===== src/rtl/serial_adder_pkg.sv =====
// Shared types and constants for the bit-serial add/subtract sequencer.
package serial_adder_pkg;

    localparam int DEFAULT_WIDTH = 8;

    typedef enum logic [1:0] {
        IDLE = 2'd0,
        RUN  = 2'd1,
        DONE = 2'd2
    } state_t;

endpackage


===== src/rtl/fulladder.sv =====
// One-bit full adder cell shared by the serial arithmetic paths.
module fulladder (
    input  logic a,
    input  logic b,
    input  logic cin,
    output logic s,
    output logic cout
);

    assign s    = a ^ b ^ cin;
    assign cout = (a & b) | (a & cin) | (b & cin);

endmodule


===== src/rtl/serial_adder_ctrl.sv =====
// Bit-serial add/subtract sequencer: one operand bit pair per clock, LSB first,
// through a single full adder with a carry flip-flop closing the loop.
module serial_adder_ctrl
    import serial_adder_pkg::*;
#(
    parameter int WIDTH = DEFAULT_WIDTH
) (
    input  logic             clk,
    input  logic             reset,
    input  logic             start,
    input  logic             sub,
    input  logic [WIDTH-1:0] a,
    input  logic [WIDTH-1:0] b,
    input  logic             cin,
    output logic             busy,
    output logic             done,
    output logic [WIDTH-1:0] sum,
    output logic             cout,
    output logic             overflow
);

    localparam int CNT_W = $clog2(WIDTH);
    localparam logic [CNT_W-1:0] LAST_BIT = CNT_W'(WIDTH - 1);

    state_t             state_reg;
    state_t             state_next;
    logic [WIDTH-1:0]   a_sr_reg;
    logic [WIDTH-1:0]   b_sr_reg;
    logic [WIDTH-1:0]   psum_reg;
    logic [WIDTH-1:0]   sum_reg;
    logic [CNT_W-1:0]   cnt_reg;
    logic               carry_reg;
    logic               cout_reg;
    logic               ovf_reg;
    logic [WIDTH-1:0]   b_load;
    logic               fa_s;
    logic               fa_cout;
    logic               accept;
    logic               last_bit;

    // Subtraction is a + ~b + 1: invert B on load, the +1 comes from the carry seed.
    generate
        for (genvar gi = 0; gi < WIDTH; gi++) begin : g_binv
            assign b_load[gi] = b[gi] ^ sub;
        end
    endgenerate

    assign accept   = start && (state_reg != RUN);
    assign last_bit = (state_reg == RUN) && (cnt_reg == LAST_BIT);

    fulladder u_fa (
        .a    (a_sr_reg[0]),
        .b    (b_sr_reg[0]),
        .cin  (carry_reg),
        .s    (fa_s),
        .cout (fa_cout)
    );

    always_ff @(posedge clk) begin
        if (reset) begin
            state_reg <= IDLE;
        end else begin
            state_reg <= state_next;
        end
    end

    always_comb begin
        state_next = state_reg;
        case (state_reg)
            IDLE:    state_next = start ? RUN : IDLE;
            RUN:     state_next = last_bit ? DONE : RUN;
            DONE:    state_next = start ? RUN : IDLE;
            default: state_next = IDLE;
        endcase
    end

    always_comb begin
        busy = 1'b0;
        done = 1'b0;
        case (state_reg)
            RUN:     busy = 1'b1;
            DONE:    done = 1'b1;
            default: ;
        endcase
    end

    always_ff @(posedge clk) begin
        if (reset) begin
            a_sr_reg  <= '0;
            b_sr_reg  <= '0;
            psum_reg  <= '0;
            sum_reg   <= '0;
            cnt_reg   <= '0;
            carry_reg <= 1'b0;
            cout_reg  <= 1'b0;
            ovf_reg   <= 1'b0;
        end else if (accept) begin
            a_sr_reg  <= a;
            b_sr_reg  <= b_load;
            carry_reg <= sub ? 1'b1 : cin;
            cnt_reg   <= '0;
        end else if (state_reg == RUN) begin
            a_sr_reg  <= a_sr_reg >> 1;
            b_sr_reg  <= b_sr_reg >> 1;
            psum_reg  <= {fa_s, psum_reg[WIDTH-1:1]};
            carry_reg <= fa_cout;
            cnt_reg   <= cnt_reg + 1'b1;
            if (last_bit) begin
                // carry_reg still holds the carry into the MSB on this edge.
                sum_reg  <= {fa_s, psum_reg[WIDTH-1:1]};
                cout_reg <= fa_cout;
                ovf_reg  <= carry_reg ^ fa_cout;
            end
        end
    end

    assign sum      = sum_reg;
    assign cout     = cout_reg;
    assign overflow = ovf_reg;

endmodule


===== config.mk =====
export PLATFORM = sky130hd
export DESIGN_NAME = serial_adder_ctrl
export DESIGN_NICKNAME = d
export VERILOG_FILES = /design/src/rtl/serial_adder_pkg.sv /design/src/rtl/fulladder.sv /design/src/rtl/serial_adder_ctrl.sv
export SDC_FILE = /design/constraint.sdc
export NUM_CORES = 1
export LEC_CHECK = 0
export ABC_AREA = 1
export CORE_MARGIN = 2
export CORE_UTILIZATION = 50
export CTS_BUF_LIST = sky130_fd_sc_hd__clkbuf_16
export DETAILED_ROUTE_END_ITERATION = 7
export PLACE_DENSITY = 0.86
export SETUP_SLACK_MARGIN = 0.05
export SYNTH_ARGS = -nofsm -noshare
export SYNTH_HDL_FRONTEND = slang
export SYNTH_SLANG_ARGS = --single-unit

===== constraint.sdc =====
create_clock -name clk -period 3.4 [get_ports clk]
set_input_delay 0.34 -clock clk [delete_from_list [all_inputs] [get_ports clk]]
set_output_delay 0.34 -clock clk [all_outputs]
set_load 0.02 [all_outputs]

==> results of run 1 <==
==> final cells by class <==
type                            instances  area, sq um
Clock inverter                          3         43.8
Inverter                               21         78.8
Fill cell                             299         1140
Timing Repair Buffer                   32          320
Multi-Input combinational cell        167          816
Tap cell                               46         57.6
Clock buffer                            5          125
Sequential cell                        39          781
==> synth_stat cells <==
master and instances:
o21ai_0 14, xnor2_1 6, nand2_2 1, a211oi_1 2
inv_1 17, nor2_8 1, buf_1 1, ha_1 2
nand3_1 34, a21oi_1 7, nor2_4 1, xor2_1 3
nand2_4 1, fa_1 1, buf_6 5, dfxtp_1 39
nor2_1 46, nand2_1 48, clkbuf_1 2, inv_2 4
buf_2 3
==> routing by layer <==
metal | track usage (%) | part of all wire (%) | vias to the layer above
met1 | 22.7 | 44 | 666
met2 | 31.0 | 48 | 45
met5 | 0 | 0 | -
met4 | 10.1 | 2.0 | 0
li1 | - | - | 806
met3 | 5.89 | 5.8 | 5
==> power groups by stage <==
stage          logic (mW)  clock network, mW  registers, mW
2_1_floorplan      0.0956                  0          0.501
3_3_place_gp        0.124                  0          0.504
3_5_place_dp        0.126                  0          0.505
4_1_cts             0.127              0.537          0.495
5_1_grt             0.143              0.560          0.499
6_report            0.126              0.529          0.496
==> metrics by stage <==
step           instances  cell area, sq um
2_1_floorplan        238              1760
3_3_place_gp         305              2050
3_5_place_dp         305              2050
4_1_cts              313              2220
5_1_grt              313              2220
6_report             313              2220
==> tightest hold or removal path, delay by kind of cell, from the launching register on <==
family,cells,cell delay (ps)
and+or+nand+nor,1,60
AOI/OAI and AO/OA,1,50
DFF,1,310
==> layout by cell type (no fill, tap or decap), types with 2 or more instances in the layout <==
master	synthesis	final
clkbuf_16	0	5
inv_2	4	4
xnor2_1	6	6
xor2_1	3	3
clkdlybuf4s50_1	0	32
a21oi_1	7	7
inv_1	17	17
ha_1	2	2
nand2_1	48	48
dfxtp_1	39	39
nor2_1	46	46
nand3_1	34	34
a211oi_1	2	2
o21ai_0	14	14
==> cells by family (layout without fill, tap and decap cells) <==
group / count (synthesis) / count (layout) / share of synthesized area [%]
buf+inv: 32 / 61 / 9.18
compound gates: 23 / 23 / 6.83
flops: 39 / 39 / 44.4
xor+xnor: 9 / 9 / 4.48
fa+ha+maj: 3 / 3 / 2.56
simple gates: 132 / 132 / 32.5
==> path summary, 6_finish.rpt <==
kind,startpoint,end,slack (ps),cells after the start
setup / recovery,state_reg[0],busy,1300,3
hold / removal,cnt_reg[1],cnt_reg[1],470,2
setup reg to reg,state_reg[1],b_sr_reg[7],1960,6
hold reg to reg,cnt_reg[1],cnt_reg[1],470,2
==> out/summary.txt, run 1 <==
outcome - finished clean
Syn. warnings - 0
Worst EP arrival - 1760 ps
Mapped Area - 1760 sq um
Clock Sinks - 39
Logic pwr share - 10.9%
Seq/Total Area, Yosys - 44.4%
share of power burned in registers - 43.1%
nets - 290
cts bufs inserted - 5
total die area - 4010 sq um
worst hold path class - reg2reg
pre-CTS setup slack - 1360 ps
antenna violations before repair - 0
IO Count - 33
Die Height - 63.3 um
synthesis-to-finish area growth - 26.4%
cell taking the most area after synthesis - dfxtp_1
NetSw - 0.269 mW
pin count of the biggest net entering global routing - 36
P_leak - 1.02 nW
final clock skew - 2.27 ps
slew margin rel. - 57.7%
clock transition at the registers of the reported paths - 60 ps
worst endpoint required time - 3060 ps
PnR worst setup slack - 1300 ps
layout cells sized above 1 - 5.99%
Core Footprint - 3360 sq um
VDD IR max - 0.404 mV
Sw Ratio - 23.4%
top cell type's share of synthesized area - 44.4%
num rows - 21
Avg Cell Area, Syn - 7.39 sq um
Initial Util - 52.3%
via count - 1522
post-DR wirelength/cell - 11.1 um
Synth Instances - 238
CP top delay family - buffers and inverters
Post-CTS Setup Bufs - 0
ANT cells - 0
buffers added on ports - 32
CTS H-Tree Depth - 2
Worst Tran Pin Value - 634 ps
Detail Placement HPWL - 2.27 mm
Root Buffer - clkbuf_16
Critical Path, Cell by Cell - inv_2 -> nor2_8 -> clkdlybuf4s50_1
antenna-violating nets left - 0
setup_tns - 0 ps
DRC - 0
first-pass GRT wire length - 5.94 mm
CP endpoint kind - output port
total power - 1.15 mW
DR iter-0 viols - 85
syn_nets - 262
Final Max Slew Viols - 0
clock latency on the worst-skew pair - 280 ps
hold_buf cts - 0
internal power - 0.882 mW
GRT Total Usage - 19.1%
1st-pass router iterations - 4
Final setup viols - 0
Die W - 63.3 um
Worst Path Buf+Inv - 2
number of global-route vias before repair - 1345
gr ovfl total - 0
Synth Register Bits - 39
fin crit period - 2100 ps
CTS tree - done
CP Launch Type - flop
gp weighted congestion - 0.767
Fmax achieved - 0.477 GHz
synth top area cells - dfxtp_1 44%, nand2_1 10%, nor2_1 9.8%, nand3_1 9.7%, o21ai_0 4.0%
CP max FO - 27
Clock power frac - 46.0%
post-cts sizing count - 0
max-cap violations - 0
RSZ-0062 raised after global routing - no
Critical Path Max Stage Delay - 680 ps
Tcrit/Tclk final - 61.7%
WL final - 3.46 mm
maximum clock path buffer count - 2
synth unique cells - 21
final core utilization - 66.1%
endpoints failing hold - 0
Avg Vias per Cell - 4.86
Crit Path Class - reg2out
crit path max-delay cell type - clkdlybuf4s50_1
hold slack - 468 ps
P per Cell Area - 518 nW/um^2
Note: power is estimated with default switching activity, not from simulation.
==> run 2, diff against run 1 <==
--- a/config.mk
+++ b/config.mk
@@ -7,10 +7,10 @@
 export LEC_CHECK = 0
 export ABC_AREA = 1
 export CORE_MARGIN = 2
-export CORE_UTILIZATION = 50
+export CORE_UTILIZATION = 46
 export CTS_BUF_LIST = sky130_fd_sc_hd__clkbuf_16
 export DETAILED_ROUTE_END_ITERATION = 7
-export PLACE_DENSITY = 0.86
+export PLACE_DENSITY = 0.84
 export SETUP_SLACK_MARGIN = 0.05
 export SYNTH_ARGS = -nofsm -noshare
 export SYNTH_HDL_FRONTEND = slang
==> constraint.sdc (replaced) <==
create_clock -name clk -period 1.7 [get_ports clk]
set_input_delay 0.17 -clock clk [delete_from_list [all_inputs] [get_ports clk]]
set_output_delay 0.17 -clock clk [all_outputs]
set_load 0.02 [all_outputs]
==> out/summary.txt, run 2 (synthesis gave the netlist of run 1 again) <==
outcome - finished clean (unchanged)
internal power - 1.76 mW (was 0.882 mW)
VDD IR max - 0.614 mV (was 0.404 mV)
reg2reg start - cnt_reg[0] (was state_reg[1])
maximum clock path buffer count - 2 (unchanged)
number of global-route vias before repair - 1441 (was 1345)
Crit. Startpoint - state_reg[1] (was state_reg[0])
NetSw - 0.511 mW (was 0.269 mW)
ANT cells - 0 (unchanged)
Final Max Slew Viols - 0 (unchanged)
gp weighted congestion - 0.831 (was 0.767)
Initial Util - 48.0% (was 52.3%)
setup_tns - 0 ps (unchanged)
IO Count - 33 (unchanged)
layout cells sized above 1 - 7.35% (was 5.99%)
clock latency on the worst-skew pair - 280 ps (about the same)
synthesis-to-finish area growth - 28.5% (was 26.4%)
Die W - 65.8 um (was 63.3 um)
pin count of the biggest net entering global routing - 27 (was 36)
Detail Placement HPWL - 2.31 mm (was 2.27 mm)
WL final - 3.34 mm (was 3.46 mm)
Final setup viols - 0 (unchanged)
fin crit period - 1400 ps
worst hold path class - in2reg (was reg2reg)
endpoints failing hold - 0 (unchanged)
CTS tree - done (unchanged)
RSZ-0062 raised after global routing - no (unchanged)
Sw Ratio - 22.5% (was 23.4%)
P_leak - 1.06 nW (was 1.02 nW)
Core Footprint - 3660 sq um (was 3360 sq um)
num rows - 22 (was 21)
Worst EP arrival - 1230 ps (was 1760 ps)
max-cap violations - 0 (unchanged)
Logic pwr share - 11.6% (was 10.9%)
Clock Sinks - 39 (unchanged)
GRT Total Usage - 18.0% (was 19.1%)
DR iter-0 viols - 82 (was 85)
flop-to-flop setup slack - 370 ps (was 1960 ps)
1st-pass router iterations - 4 (unchanged)
CP endpoint - done (was busy)
first-pass GRT wire length - 5.95 mm (was 5.94 mm)
Final Cell Area - 2260 sq um (was 2220 sq um)
Crit Path Class - reg2out (unchanged)
R2R cell count - 7 (was 6)
cts bufs inserted - 5 (unchanged)
nets - 295 (was 290)
gr ovfl total - 0 (unchanged)
clock transition at the registers of the reported paths - 60 ps (about the same)
P per Cell Area - 1010 nW/um^2 (was 518 nW/um^2)
via count - 1555 (was 1522)
worst endpoint required time - 1530 ps (was 3060 ps)
Die Height - 65.8 um (was 63.3 um)
Root Buffer - clkbuf_16 (unchanged)
CP Launch Type - flop (unchanged)
post-DR wirelength/cell - 10.5 um (was 11.1 um)
Worst Tran Pin Value - 469 ps (was 634 ps)
Tcrit/Tclk final - 82.1%
leading cell type in the layout, fill and taps excluded - nand2_1 (unchanged)
CP endpoint kind - output port (unchanged)
antenna-violating nets left - 0 (unchanged)
total die area - 4330 sq um (was 4010 sq um)
slew margin rel. - 68.6% (was 57.7%)
antenna violations before repair - 0 (unchanged)
Clock power frac - 45.0% (was 46.0%)
Avg Vias per Cell - 4.86 (about the same)
final clock skew - 4.58 ps (was 2.27 ps)
share of power burned in registers - 43.5% (was 43.1%)
Fmax achieved - 0.716 GHz
hold_buf cts - 0 (unchanged)
commonest cells after routing, fill and taps aside - 48 x nand2_1, 46 x nor2_1, 39 x dfxtp_1 (unchanged)
Post-CTS Setup Bufs - 0 (unchanged)
CP max FO - 2 (was 27)
r2r endpoint - sum[1] (was b_sr_reg[7])
CTS H-Tree Depth - 2 (unchanged)
buffers added on ports - 32 (unchanged)
DRC - 0 (unchanged)
Cell Area, Placed - 2090 sq um (was 2050 sq um)
## run 2: how the worst min path moves through the flow
| stage | startpoint | to | slack, ps | cells after the start |
|---|---|---|---|---|
| 2_1_floorplan | reset | psum_reg[2] | 250 | 1 |
| 5_1_grt | a[7] | a_sr_reg[7] | 480 | 3 |
| 3_5_place_dp | a_sr_reg[7] | a_sr_reg[7] | 460 | 2 |
| 3_3_place_gp | b_sr_reg[7] | b_sr_reg[7] | 450 | 2 |
| 6_report | a[7] | a_sr_reg[7] | 450 | 3 |
| 4_1_cts | a[7] | a_sr_reg[7] | 450 | 3 |
## run 2: power by group through the flow
stage / logic [mW] / registers, mW / clock network, mW
final: 0.264 / 0.989 / 1.02
after global routing: 0.301 / 0.996 / 1.09
after CTS: 0.266 / 0.989 / 1.05
after detailed placement: 0.265 / 1.01 / 0
after global placement: 0.259 / 1.01 / 0
after floorplan: 0.191 / 1.00 / 0
## run 2: cell type report
cell class,count,area (sq um)
inverter,21,78.8
fill,320,1400
sequential,39,781
multi-input combinational,167,816
timing repair buffer,37,359
clock inverter,3,38.8
tap,48,60.1
clock buffer,5,125
## run 2: critical path, cell delays in order (launching register included)
cell,delay [ps]
dfxtp_1,440
inv_2,80
nor2_1,90
dlygate4sd2_1,340
## run 2: repair_timing
item,4_1_cts,5_1_grt
resized for setup,1,1
pin swaps,0,0
setup endpoints to repair,1,1
hold endpoints to repair,0,0
## run 2: routing by layer
layer  track usage (%)  share of wire (%)
met1              21.3                 44
met2              29.4                 48
met3              6.30                6.8
met4              7.55                1.5
met5                 0                  0
## run 2: through the flow
| step | worst slack, ps | utilization [%] | hold slack [ps] | instances | power (mW) |
|---|---|---|---|---|---|
| 3_5_place_dp | 270 | 57.2 | 463 | 312 | 1.27 |
| 2_1_floorplan | 492 | - | 248 | 238 | 1.19 |
| 6_report | 304 | 61.7 | 447 | 320 | 2.28 |
| 5_1_grt | 204 | 61.7 | 483 | 320 | 2.39 |
| 4_1_cts | 62.6 | 61.6 | 445 | 320 | 2.30 |
| 3_3_place_gp | 298 | 57.2 | 453 | 312 | 1.27 |
==> run 3, diff against run 2 <==
==> constraint.sdc (replaced) <==
create_clock -name clk -period 1.19 [get_ports clk]
set_input_delay 0.119 -clock clk [delete_from_list [all_inputs] [get_ports clk]]
set_output_delay 0.119 -clock clk [all_outputs]
set_load 0.02 [all_outputs]
==> out/summary.txt, run 3 (synthesis gave the netlist of run 1 again) <==
gr ovfl total - 0 (unchanged)
worst hold path class - in2reg (unchanged)
layout cells sized above 1 - 32.8% (was 7.35%)
Worst Tran Pin Value - 542 ps (was 469 ps)
Final Max Slew Viols - 0 (unchanged)
VDD IR max - 1.01 mV (was 0.614 mV)
total die area - 4330 sq um (unchanged)
Tcrit/Tclk final - 110%
Avg Vias per Cell - 5.14 (was 4.86)
GRT Max-Usage Layer - met2 (unchanged)
final clock skew - 3.36 ps (was 4.58 ps)
first-pass GRT wire length - 6.78 mm (was 5.95 mm)
met1 usage - 24.0% (was 21.3%)
via count - 1769 (was 1555)
antenna-violating nets left - 0 (unchanged)
fillers - 250 (was 320)
Initial Util - 48.0% (unchanged)
Die Height - 65.8 um (unchanged)
Multi-input gate area - 1060 sq um (was 816 sq um)
Final setup viols - 14 (was 0)
Fmax achieved - 0.763 GHz
num rows - 22 (unchanged)
clock transition at the registers of the reported paths - 60 ps (about the same)
Detail Placement HPWL - 2.49 mm (was 2.31 mm)
maximum clock path buffer count - 2 (unchanged)
PnR worst setup slack - -120 ps (was 304 ps)
fin crit period - 1310 ps
outcome - finished, violations left (was finished clean)
worst endpoint required time - 1360 ps (was 1530 ps)
Core Footprint - 3660 sq um (unchanged)
ANT cells - 0 (unchanged)
1st-pass router iterations - 4 (unchanged)
RSZ-0062 raised after global routing - yes (was no)
post-DR wirelength/cell - 14.5 um (was 10.5 um)
P_leak - 1.30 nW (was 1.06 nW)
Sequential Area - 790 sq um (was 781 sq um)
number of global-route vias before repair - 1553 (was 1441)
GR Util met2 - 35.7% (was 29.4%)
slew margin rel. - 63.8% (was 68.6%)
GRT Total Usage - 20.7% (was 18.0%)
pin count of the biggest net entering global routing - 27 (unchanged)
CP endpoint kind - flop (was output port)
WL final - 4.99 mm (was 3.34 mm)
CP max FO - 5 (was 2)
antenna violations before repair - 0 (unchanged)
Crit Path Class - reg2reg (was reg2out)
leading cell type in the layout, fill and taps excluded - nand2_1 (unchanged)
endpoints failing hold - 0 (unchanged)
Global Route met3 Usage - 6.30% (unchanged)
commonest cells after routing, fill and taps aside - 45 x nand2_1, 39 x nor2_1, 32 x dfxtp_1 (was 48 x nand2_1, 46 x nor2_1, 39 x dfxtp_1)
final core utilization - 76.6% (was 61.7%)
DR iter-0 viols - 116 (was 82)
Die W - 65.8 um (unchanged)
DRC - 0 (unchanged)
cts bufs inserted - 5 (unchanged)
pre-CTS setup slack - -179 ps (was 270 ps)
CTS H-Tree Depth - 2 (unchanged)
Worst EP arrival - 1480 ps (was 1230 ps)
CTS tree - done (unchanged)
max-cap violations - 0 (unchanged)
failing checks - negative setup slack
nets - 319 (was 295)
CP Launch Type - flop (unchanged)
clock latency on the worst-skew pair - 280 ps (about the same)
setup_tns - -1000 ps (was 0 ps)
IO Count - 33 (unchanged)
gp weighted congestion - 0.783 (was 0.831)
buffers added on ports - 32 (unchanged)
P per Cell Area - 1250 nW/um^2 (was 1010 nW/um^2)
synthesis-to-finish area growth - 59.5% (was 28.5%)
Root Buffer - clkbuf_16 (unchanged)
Clock Sinks - 39 (unchanged)
[run 3: changes by cell type in the layout (fill, tap and decap cells not counted), sizes merged]
| cell | delta |
|---|---|
| buf | +22 |
| inv | -1 |
| clkbuf | +2 |
| clkdlybuf4s50 | -11 |
| clkinvlp | +3 |
| dlygate4sd2 | +9 |
[run 3: layout make-up]
class / count / share of cell area, %
well taps: 48 / 2.14
clock inverters: 3 / 1.38
repair inverters: 2 / 0.535
repair buffers: 59 / 22.2
multi-input cells: 167 / 37.9
flip-flops and latches: 39 / 28.2
inverters: 21 / 3.21
clock buffers: 5 / 4.46
[run 3: path summary, 6_finish.rpt]
check | startpoint | end | slack, ps | cells after the start
hold reg to reg | b_sr_reg[7] | b_sr_reg[7] | 460 | 2
setup / recovery | cnt_reg[1] | sum[3] | -120 | 8
hold / removal | a[7] | a_sr_reg[7] | 390 | 3
setup reg to reg | cnt_reg[1] | sum[3] | -120 | 8
[run 3: metal layers]
layer  vias to the layer above  wire [um]
li1                        861          -
met1                       822       1900
met2                        73       2710
met3                        13        240
met4                         0        126
met5                         -          0
[run 3: power by group]
part | switching [mW] | internal [mW] | total [mW]
Sequential | 0.0520 | 1.38 | 1.43
Combinational | 0.307 | 0.277 | 0.585
Clock | 0.507 | 0.977 | 1.48
Total | 0.866 | 2.63 | 3.50
[run 3: timing repair]
item | in CTS | in global routing
endpoints found under the setup margin | 47 | 36
gates cloned | 1 | 3
resized for setup | 50 | 53
hold buffers | 0 | 0
pin swaps | 2 | 8
buffers inserted | 7 | 2
[run 3: stage by stage]
step	area [sq um]	cells	hold slack, ps	total power, mW
finish	2800	344	387	3.50
CTS	2520	340	385	3.38
global route	2800	344	424	3.64
detailed placement	2210	324	454	1.86
global placement	2210	324	453	1.84
floorplan	1760	238	197	1.71
[run 3: worst max-delay path: stages, from the launching register on]
cell     delay [ps]
dfxtp_2         330
ha_4            160
ha_4            160
inv_4            60
nor2_4           50
buf_6           130
buf_4           120
o21ai_0         130
nor2_1           50
